<file path="src/rtl/freq_gate_ctrl_if.sv">
// Result handshake between the gate controller and the display formatter.
// The controller drives the latched result; the consumer answers with ready.
interface freq_gate_ctrl_if #(
    parameter int DIGITS_NUM = 6
);
    logic [4*DIGITS_NUM-1:0] result_out;
    logic                    overflow_out;
    logic                    result_valid_out;
    logic                    result_ready_in;
    logic                    dropped_out;

    modport master (
        output result_out,
        output overflow_out,
        output result_valid_out,
        output dropped_out,
        input  result_ready_in
    );

    modport slave (
        input  result_out,
        input  overflow_out,
        input  result_valid_out,
        input  dropped_out,
        output result_ready_in
    );
endinterface

</file>
<file path="src/rtl/freq_gate_ctrl.sv">
// Frequency-counter gate controller: synchronises the measured signal, gates
// count enables into a fixed window and hands the latched BCD result onward.
module freq_gate_ctrl #(
    parameter int DIGITS_NUM  = 6,
    parameter int GATE_CYCLES = 50000000,
    parameter int GATE_W      = 32
) (
    input  logic                    clk_in,
    input  logic                    reset_in,
    input  logic                    run_in,
    input  logic                    signal_in,
    output logic                    counter_clear_out,
    output logic                    counter_enable_out,
    input  logic [4*DIGITS_NUM-1:0] digits_in,
    input  logic                    carry_in,
    output logic                    gate_active_out,
    freq_gate_ctrl_if.master        res
);

    typedef enum logic [2:0] {
        IDLE,
        CLEAR,
        GATE,
        SETTLE,
        LATCH
    } state_t;

    localparam logic [GATE_W-1:0] GATE_LAST = GATE_W'(GATE_CYCLES - 1);

    state_t            state;
    state_t            state_next;
    logic              s1;
    logic              s2;
    logic              s3;
    logic              sig_edge;
    logic [GATE_W-1:0] gate_cnt;
    logic              settle_cnt;
    logic              sticky_ovf;

    assign sig_edge = s2 & ~s3;

    always_ff @(posedge clk_in) begin
        if (!reset_in) begin
            state <= IDLE;
        end else begin
            state <= state_next;
        end
    end

    // Dropping run_in aborts from any state; the abort overrides every transition.
    always_comb begin
        state_next        = state;
        counter_clear_out = 1'b0;
        gate_active_out   = 1'b0;
        case (state)
            IDLE: begin
                if (run_in) begin
                    state_next = CLEAR;
                end
            end
            CLEAR: begin
                counter_clear_out = 1'b1;
                state_next        = GATE;
            end
            GATE: begin
                gate_active_out = 1'b1;
                if (gate_cnt == GATE_LAST) begin
                    state_next = SETTLE;
                end
            end
            SETTLE: begin
                if (settle_cnt) begin
                    state_next = LATCH;
                end
            end
            LATCH: begin
                state_next = CLEAR;
            end
            default: begin
                state_next = IDLE;
            end
        endcase
        if (!run_in) begin
            state_next = IDLE;
        end
    end

    always_ff @(posedge clk_in) begin
        if (!reset_in) begin
            s1                   <= 1'b0;
            s2                   <= 1'b0;
            s3                   <= 1'b0;
            counter_enable_out   <= 1'b0;
            gate_cnt             <= '0;
            settle_cnt           <= 1'b0;
            sticky_ovf           <= 1'b0;
            res.result_out       <= '0;
            res.overflow_out     <= 1'b0;
            res.result_valid_out <= 1'b0;
            res.dropped_out      <= 1'b0;
        end else begin
            s1 <= signal_in;
            s2 <= s1;
            s3 <= s2;

            // The enable of the last gate cycle lands in SETTLE, which is why SETTLE exists.
            counter_enable_out <= sig_edge && (state == GATE) && run_in;

            if (state == CLEAR) begin
                gate_cnt <= '0;
            end else if (state == GATE) begin
                gate_cnt <= gate_cnt + 1'b1;
            end

            settle_cnt <= (state == SETTLE) ? ~settle_cnt : 1'b0;

            if (state == CLEAR) begin
                sticky_ovf <= 1'b0;
            end else if (carry_in && (state == GATE || state == SETTLE || state == LATCH)) begin
                sticky_ovf <= 1'b1;
            end

            // A pending result still unaccepted at LATCH is overwritten and reported as dropped.
            res.dropped_out <= 1'b0;
            if (state == LATCH && run_in) begin
                res.result_out       <= digits_in;
                res.overflow_out     <= sticky_ovf | carry_in;
                res.result_valid_out <= 1'b1;
                res.dropped_out      <= res.result_valid_out & ~res.result_ready_in;
            end else if (res.result_valid_out && res.result_ready_in) begin
                res.result_valid_out <= 1'b0;
            end
        end
    end

endmodule
</file>
<file path="src/flat_wrapper.sv">
// flat-port wrapper written by rule: the top's interface ports become plain ports
module freq_gate_ctrl_flat 
#(
    parameter int DIGITS_NUM  = 6,
    parameter int GATE_CYCLES = 50000000,
    parameter int GATE_W      = 32
)
  (clk_in, reset_in, run_in, signal_in, counter_clear_out, counter_enable_out, digits_in, carry_in, gate_active_out, res_result_out, res_overflow_out, res_result_valid_out, res_dropped_out, res_result_ready_in);
  freq_gate_ctrl_if #(.DIGITS_NUM(DIGITS_NUM)) res_i ();
  input  logic clk_in;
  input  logic reset_in;
  input  logic run_in;
  input  logic signal_in;
  output logic counter_clear_out;
  output logic counter_enable_out;
  input  logic [4*DIGITS_NUM-1:0] digits_in;
  input  logic carry_in;
  output logic gate_active_out;
  output wire logic [$bits(res_i.result_out)-1:0] res_result_out;
  output wire logic [$bits(res_i.overflow_out)-1:0] res_overflow_out;
  output wire logic [$bits(res_i.result_valid_out)-1:0] res_result_valid_out;
  output wire logic [$bits(res_i.dropped_out)-1:0] res_dropped_out;
  input wire logic [$bits(res_i.result_ready_in)-1:0] res_result_ready_in;
  assign res_result_out = res_i.result_out;
  assign res_overflow_out = res_i.overflow_out;
  assign res_result_valid_out = res_i.result_valid_out;
  assign res_dropped_out = res_i.dropped_out;
  assign res_i.result_ready_in = res_result_ready_in;
  freq_gate_ctrl #(.DIGITS_NUM(DIGITS_NUM), .GATE_CYCLES(GATE_CYCLES), .GATE_W(GATE_W)) u_core (.clk_in(clk_in), .reset_in(reset_in), .run_in(run_in), .signal_in(signal_in), .counter_clear_out(counter_clear_out), .counter_enable_out(counter_enable_out), .digits_in(digits_in), .carry_in(carry_in), .gate_active_out(gate_active_out), .res(res_i));
endmodule
</file>
<file path="config.mk">
export PLATFORM = sky130hd
export DESIGN_NAME = freq_gate_ctrl_flat
export DESIGN_NICKNAME = d
export VERILOG_FILES = /design/src/rtl/freq_gate_ctrl_if.sv /design/src/rtl/freq_gate_ctrl.sv /design/src/flat_wrapper.sv
export SDC_FILE = /design/constraint.sdc
export NUM_CORES = 1
export LEC_CHECK = 0
export CAP_MARGIN = 20
export CELL_PAD_IN_SITES_DETAIL_PLACEMENT = 1
export CELL_PAD_IN_SITES_GLOBAL_PLACEMENT = 2
export CORE_MARGIN = 5
export CORE_UTILIZATION = 26
export DETAILED_ROUTE_END_ITERATION = 8
export GPL_TIMING_DRIVEN = 0
export PLACE_DENSITY_LB_ADDON = 0.2
export SLEW_MARGIN = 0
export SYNTH_ARGS = -nofsm -noshare
export SYNTH_HDL_FRONTEND = slang
export SYNTH_SLANG_ARGS = --single-unit
</file>
<file path="constraint.sdc">
create_clock -name clk_in -period 2.2 [get_ports clk_in]
set_input_delay 0.66 -clock clk_in [delete_from_list [all_inputs] [get_ports clk_in]]
set_output_delay 0.66 -clock clk_in [all_outputs]
set_load 0.05 [all_outputs]
</file>
* Yosys cells after proc, flatten, opt, wreduce, memory -nomap -nowiden
Index checks and enable logic that the tools add are counted.
** Word-level totals
- Register bits after elaboration :: 68
- Input port bits :: 30
- Output and inout port bits :: 30
- Logic and storage cells :: 49
** Cells by class
- Add/subtract/negate cells :: 1
- Equality and inequality tests :: 7
- Multiplexer cells :: 7
- Bitwise gates (word level) :: 7
- Reductions and logical operators :: 15
** Operators with widths (number)
- 32-bit by 1-bit adder with 32-bit output, second input constant :: 1
- 32-bit by 26-bit == test with 1-bit output, second input constant :: 1
- 3-bit case mux with 4 select lines :: 1
- 2-bit AND reduction :: 4
- 3-bit by 2-bit == test with 1-bit output, second input constant :: 2
- 3-bit two-way mux :: 2
- 1-bit logical AND :: 5
- 1-bit two-way mux :: 4
- 2-bit by 1-bit != test with 1-bit output, second input constant :: 2
- 1-bit inverter :: 4
- 2-bit OR reduction :: 2
- 3-bit by 1-bit == test with 1-bit output, second input constant :: 1
- 3-bit == test, second input constant :: 1
- 3-bit zero test :: 1
- 1-bit AND :: 2
- 1-bit logical OR :: 2
- 2-bit nonzero test :: 1
- 1-bit OR :: 1

* Logic depth before layout (Yosys ltp)
- Depth in word-level cells :: 4
- Gate-level depth with buffers :: 7
- Gate-level depth less buffers :: 5

* Worst setup path before layout
OpenSTA, ideal clock, no wires.
- Kind :: register to register
- From :: reg u_core.state[2]
- To :: reg u_core.gate_cnt[0]
- Setup time :: 0.128 ns
- Arrival :: 2.194 ns
- Required time :: 2.072 ns
- Path slack :: -0.122 ns
- Stages on the path, launching flop included :: 6
- Buffers on the path :: 2
- Clock period less this slack :: 2.322 ns
- Path through :: dfxtp_1 buf_2 nor3_1 nand2b_1 buf_1 nor2_1
** On the way
- Cells in the longest elaborated chain, start to end :: 2
- Elaborated cells between the ends (all ways) :: 3
- Classes of those cells :: eq/ne (2); reduce/logical (1)
** Ends and longest elaborated chain
- start, declared :: line freq_gate_ctrl.sv:30 : state_t state;
- start signal, assigned :: line freq_gate_ctrl.sv:46 : state <= state_next;
- 3-bit by 1-bit == test with 1-bit output :: line freq_gate_ctrl.sv:109 : if (state == CLEAR) begin
- 2-bit OR reduction (no source line)
- end signal, assigned :: line freq_gate_ctrl.sv:112 : gate_cnt <= gate_cnt + 1'b1;
- end, declared :: line freq_gate_ctrl.sv:36 : logic [GATE_W-1:0] gate_cnt;
Parallel ways exist; a longest one is shown, timed or not.
A chain may end at the register's enable or synchronous reset.

* Worst setup path after layout
- From :: reg u_core.res.result_out[23]
- To :: out res_result_out[23]
** RTL lines
- start, declared :: line freq_gate_ctrl_if.sv:13 : output result_out,
- start signal, assigned :: line freq_gate_ctrl.sv:126 : res.result_out <= digits_in;
- end, declared :: line flat_wrapper.sv:19 : output wire logic [$bits(res_i.result_out)-1:0] res_result_out;
No word-level cell between the ends.

==> impl_results.md <==
- Top Ports: 60
- Final net count: 447
- Prevailing post-synth register cell: dfxtp_1
- Worst Path Arrival: 1.49 ns
- CP peak stage delay: 0.81 ns
- Status: completed
- Design Power: 2530 uW
- First-pass GRT wire length: 13600 um
- Clock tree from TritonCTS: built
- All-layer global routing usage: 13.0%
- Area leader, netlist: dfxtp_1
- Period Utilization, post-route: 97.6%
- Setup CP Type: reg2out
- Pre-Repair DR Iteration Count: 4
- Max IR drop VDD: 289 uV
- Setup crit end kind: output port
- Post-route DRC violation count: 0
- Slew HR: 57.1%
- Number of synthesized register bits: 68
- Drt total wl: 8330 um
- Delay-heaviest family, CP: buffers and inverters
- Met3 GRT Util: 2.60%
- Die Area: 0.0129 mm^2
- Initial DRC count: 86
- Post-Synthesis Cells: 339
- Number of antenna diodes: 0
- LEAKAGE: 0.00139 uW
- Initial core utilization: 26.8%
- Placement Rows: 37
- Worst Skew: 0.00900 ns
- Area Overhead vs Synth: 40.9%
- Power Dens Cells: 643 mW/mm^2
- # setup viols final: 0
- Final hold vios: 0
- Crit-path slowest cell: clkdlybuf4s50_1
- Most numerous cell in the Yosys netlist: dfxtp_1
- H-tree Lvls: 3
- Top post-synthesis cells by count: dfxtp_1 (68), nand2_1 (64), a21oi_1 (51), clkbuf_1 (15), or4_1 (15)
- Largest net degree at the start of global routing: 13
- Number of flops mapped to enable cells by yosys: 0
- Crit path required time: 1.54 ns
- Worst-Skew Late Latency: 0.34 ns
- Clock Tree Buf Depth: 2
- GRT busiest layer: met2
- Worst-Margin Slew: 0.643 ns
- CTS sink cnt: 68
- HPWL Detailed: 6040 um
- Vias in the first global route: 2707
- Vias post-DR: 2728
- Setup WS post-layout: 0.0529 ns
- Cells along the critical path: clkdlybuf4s50_1
- Place WS: -0.369 ns
- WL per Instance: 14.9 um
- Yosys synthesis warning count: 0
- Avg Cell Area, Syn: 8.24 um^2
- Fillcell total: 1234
- Max-Cap Viols: 0
- Ys async rst share: 0%
- Final ANT Viol Nets: 0
- Sequential area share after synthesis: 48.7%
- Vias per std cell: 4.90
- Shortest period the worst path allows: 2.15 ns
- Die Y: 114 um
- RSZ-0062 raised after global routing: no
- Global placer's final weighted congestion: 0.764
- Synthesized area: 0.00279 mm^2
- GR Layer Usage met1: 17.1%
- Die width: 114 um
- Crit start category: flip-flop
- Hold_buf cts: 0
- Grt met2 use: 21.4%
- Buf+Inv Stages, Crit Path: 1
- Port bufs: 59
- Clk slew on worst S/H paths: 0.08 ns
- Layout cell share with drive strength beyond 1: 11.2%
- Total grt overflow: 0
- Net Count, Synth: 370
- Count of cell types in the netlist: 31
- Share of the synthesized area in the top cell type: 48.7%
- Hold WC Path Type: reg2reg
- CORE AREA: 0.0104 mm^2
- TritonCTS Buffers: 9
- CP max FO: 2
- Slew Viols, Final: 0
- Area contributors post-synth: dfxtp_1 (49%), a21oi_1 (9.1%), nand2_1 (8.6%)
- Max Clk Rate: 0.466 GHz
- Initial antenna violation count: 0
- CTS root buf: clkbuf_8
registers in the layout, indices dropped and copies added (netlist names):
signal / cells
u_core.res.result_out: 24
u_core.s3: 1
u_core.settle_cnt: 1
u_core.s2: 1
u_core.res.dropped_out: 1
u_core.counter_enable_out: 1
u_core.res.result_valid_out: 1
u_core.s1: 1
u_core.res.overflow_out: 1
u_core.sticky_ovf: 1
u_core.state: 3
u_core.gate_cnt: 32
per-stage QoR:
stage                     area (um^2)  hold WS (ns)  TNS (ns)  util, %  std cells
after floorplan                  2800         0.375         0        -        339
after global placement           3560         0.386     -5.70     34.2        534
after detailed placement         3560         0.389     -5.76     34.2        534
after CTS                        3880         0.407         0     37.2        556
after global routing             3930         0.416         0     37.8        557
final                            3930         0.407         0     37.8        557
power breakdown:
part,internal (uW),switching (uW)
logic,62.9,58.0
registers,1230,2.99
clock network,670,504
total,1970,565
kinds of logic (layout without fill, tap and decap cells):
group,after synthesis,after routing,share of synthesized area [%]
simple gates,157,157,29.1
compound gates,75,75,14.5
flops,68,68,48.7
buf+inv,28,110,4.08
xor+xnor,10,10,3.14
fa+ha+maj,1,1,0.448
worst reg2reg max path: stages, from the launching register on:
cell and delay (ns):
dfxtp_4 0.35, or3b_4 0.43, or4_4 0.52, buf_4 0.16, or4_1 0.50, a21oi_1 0.13
layer usage:
layer / vias up / part of all wire, %
met5: - / 0
met4: 0 / 1.1
met3: 8 / 3.1
met2: 34 / 49
met1: 1322 / 47
li1: 1364 / -
timing repair:
item                                    in CTS  in global routing
gates resized for setup                     24                 23
buffers inserted                             8                  1
pin swaps                                    7                  3
endpoints found under the setup margin      22                 42
layout by cell type, fill, tap and decap left out, types with 3 or more instances in the layout:
master and n:
and3_1 3, clkbuf_8 10, xnor2_1 8, dlymetal6s2s_1 10
nand2_1 64, nor2_1 13, a21oi_1 51, inv_1 9
buf_4 8, and4_1 3, or4_4 3, o31ai_1 8
or4_1 13, clkdlybuf4s50_1 46, nand3_1 9, dfxtp_2 4
nor3_1 8, nand4_1 11, clkbuf_1 10, or3_1 12
dfxtp_1 62, nor4_1 8, o21ai_0 12
path summary, 6_finish.rpt:
check                                               start                         to  slack, ns  cells after the start
worst max-delay path            u_core.res.result_out[23]         res_result_out[23]       0.05                      1
worst max register to register            u_core.state[2]        u_core.gate_cnt[31]       0.05                      5
worst min-delay path                            u_core.s3  u_core.counter_enable_out       0.41                      1
worst min register to register                  u_core.s3  u_core.counter_enable_out       0.41                      1
final cells by class:
class	count	area, um^2	share of cell area (%)
sequential	68	1370	34.9
multi-input combinational	243	1360	34.6
timing repair buffer	68	691	17.6
tap	136	170	4.33
clock buffer	10	138	3.50
clock inverter	6	86.3	2.19
buffer	16	77.6	1.97
inverter	10	37.5	0.954
Note: power is estimated with default switching activity, not from simulation.
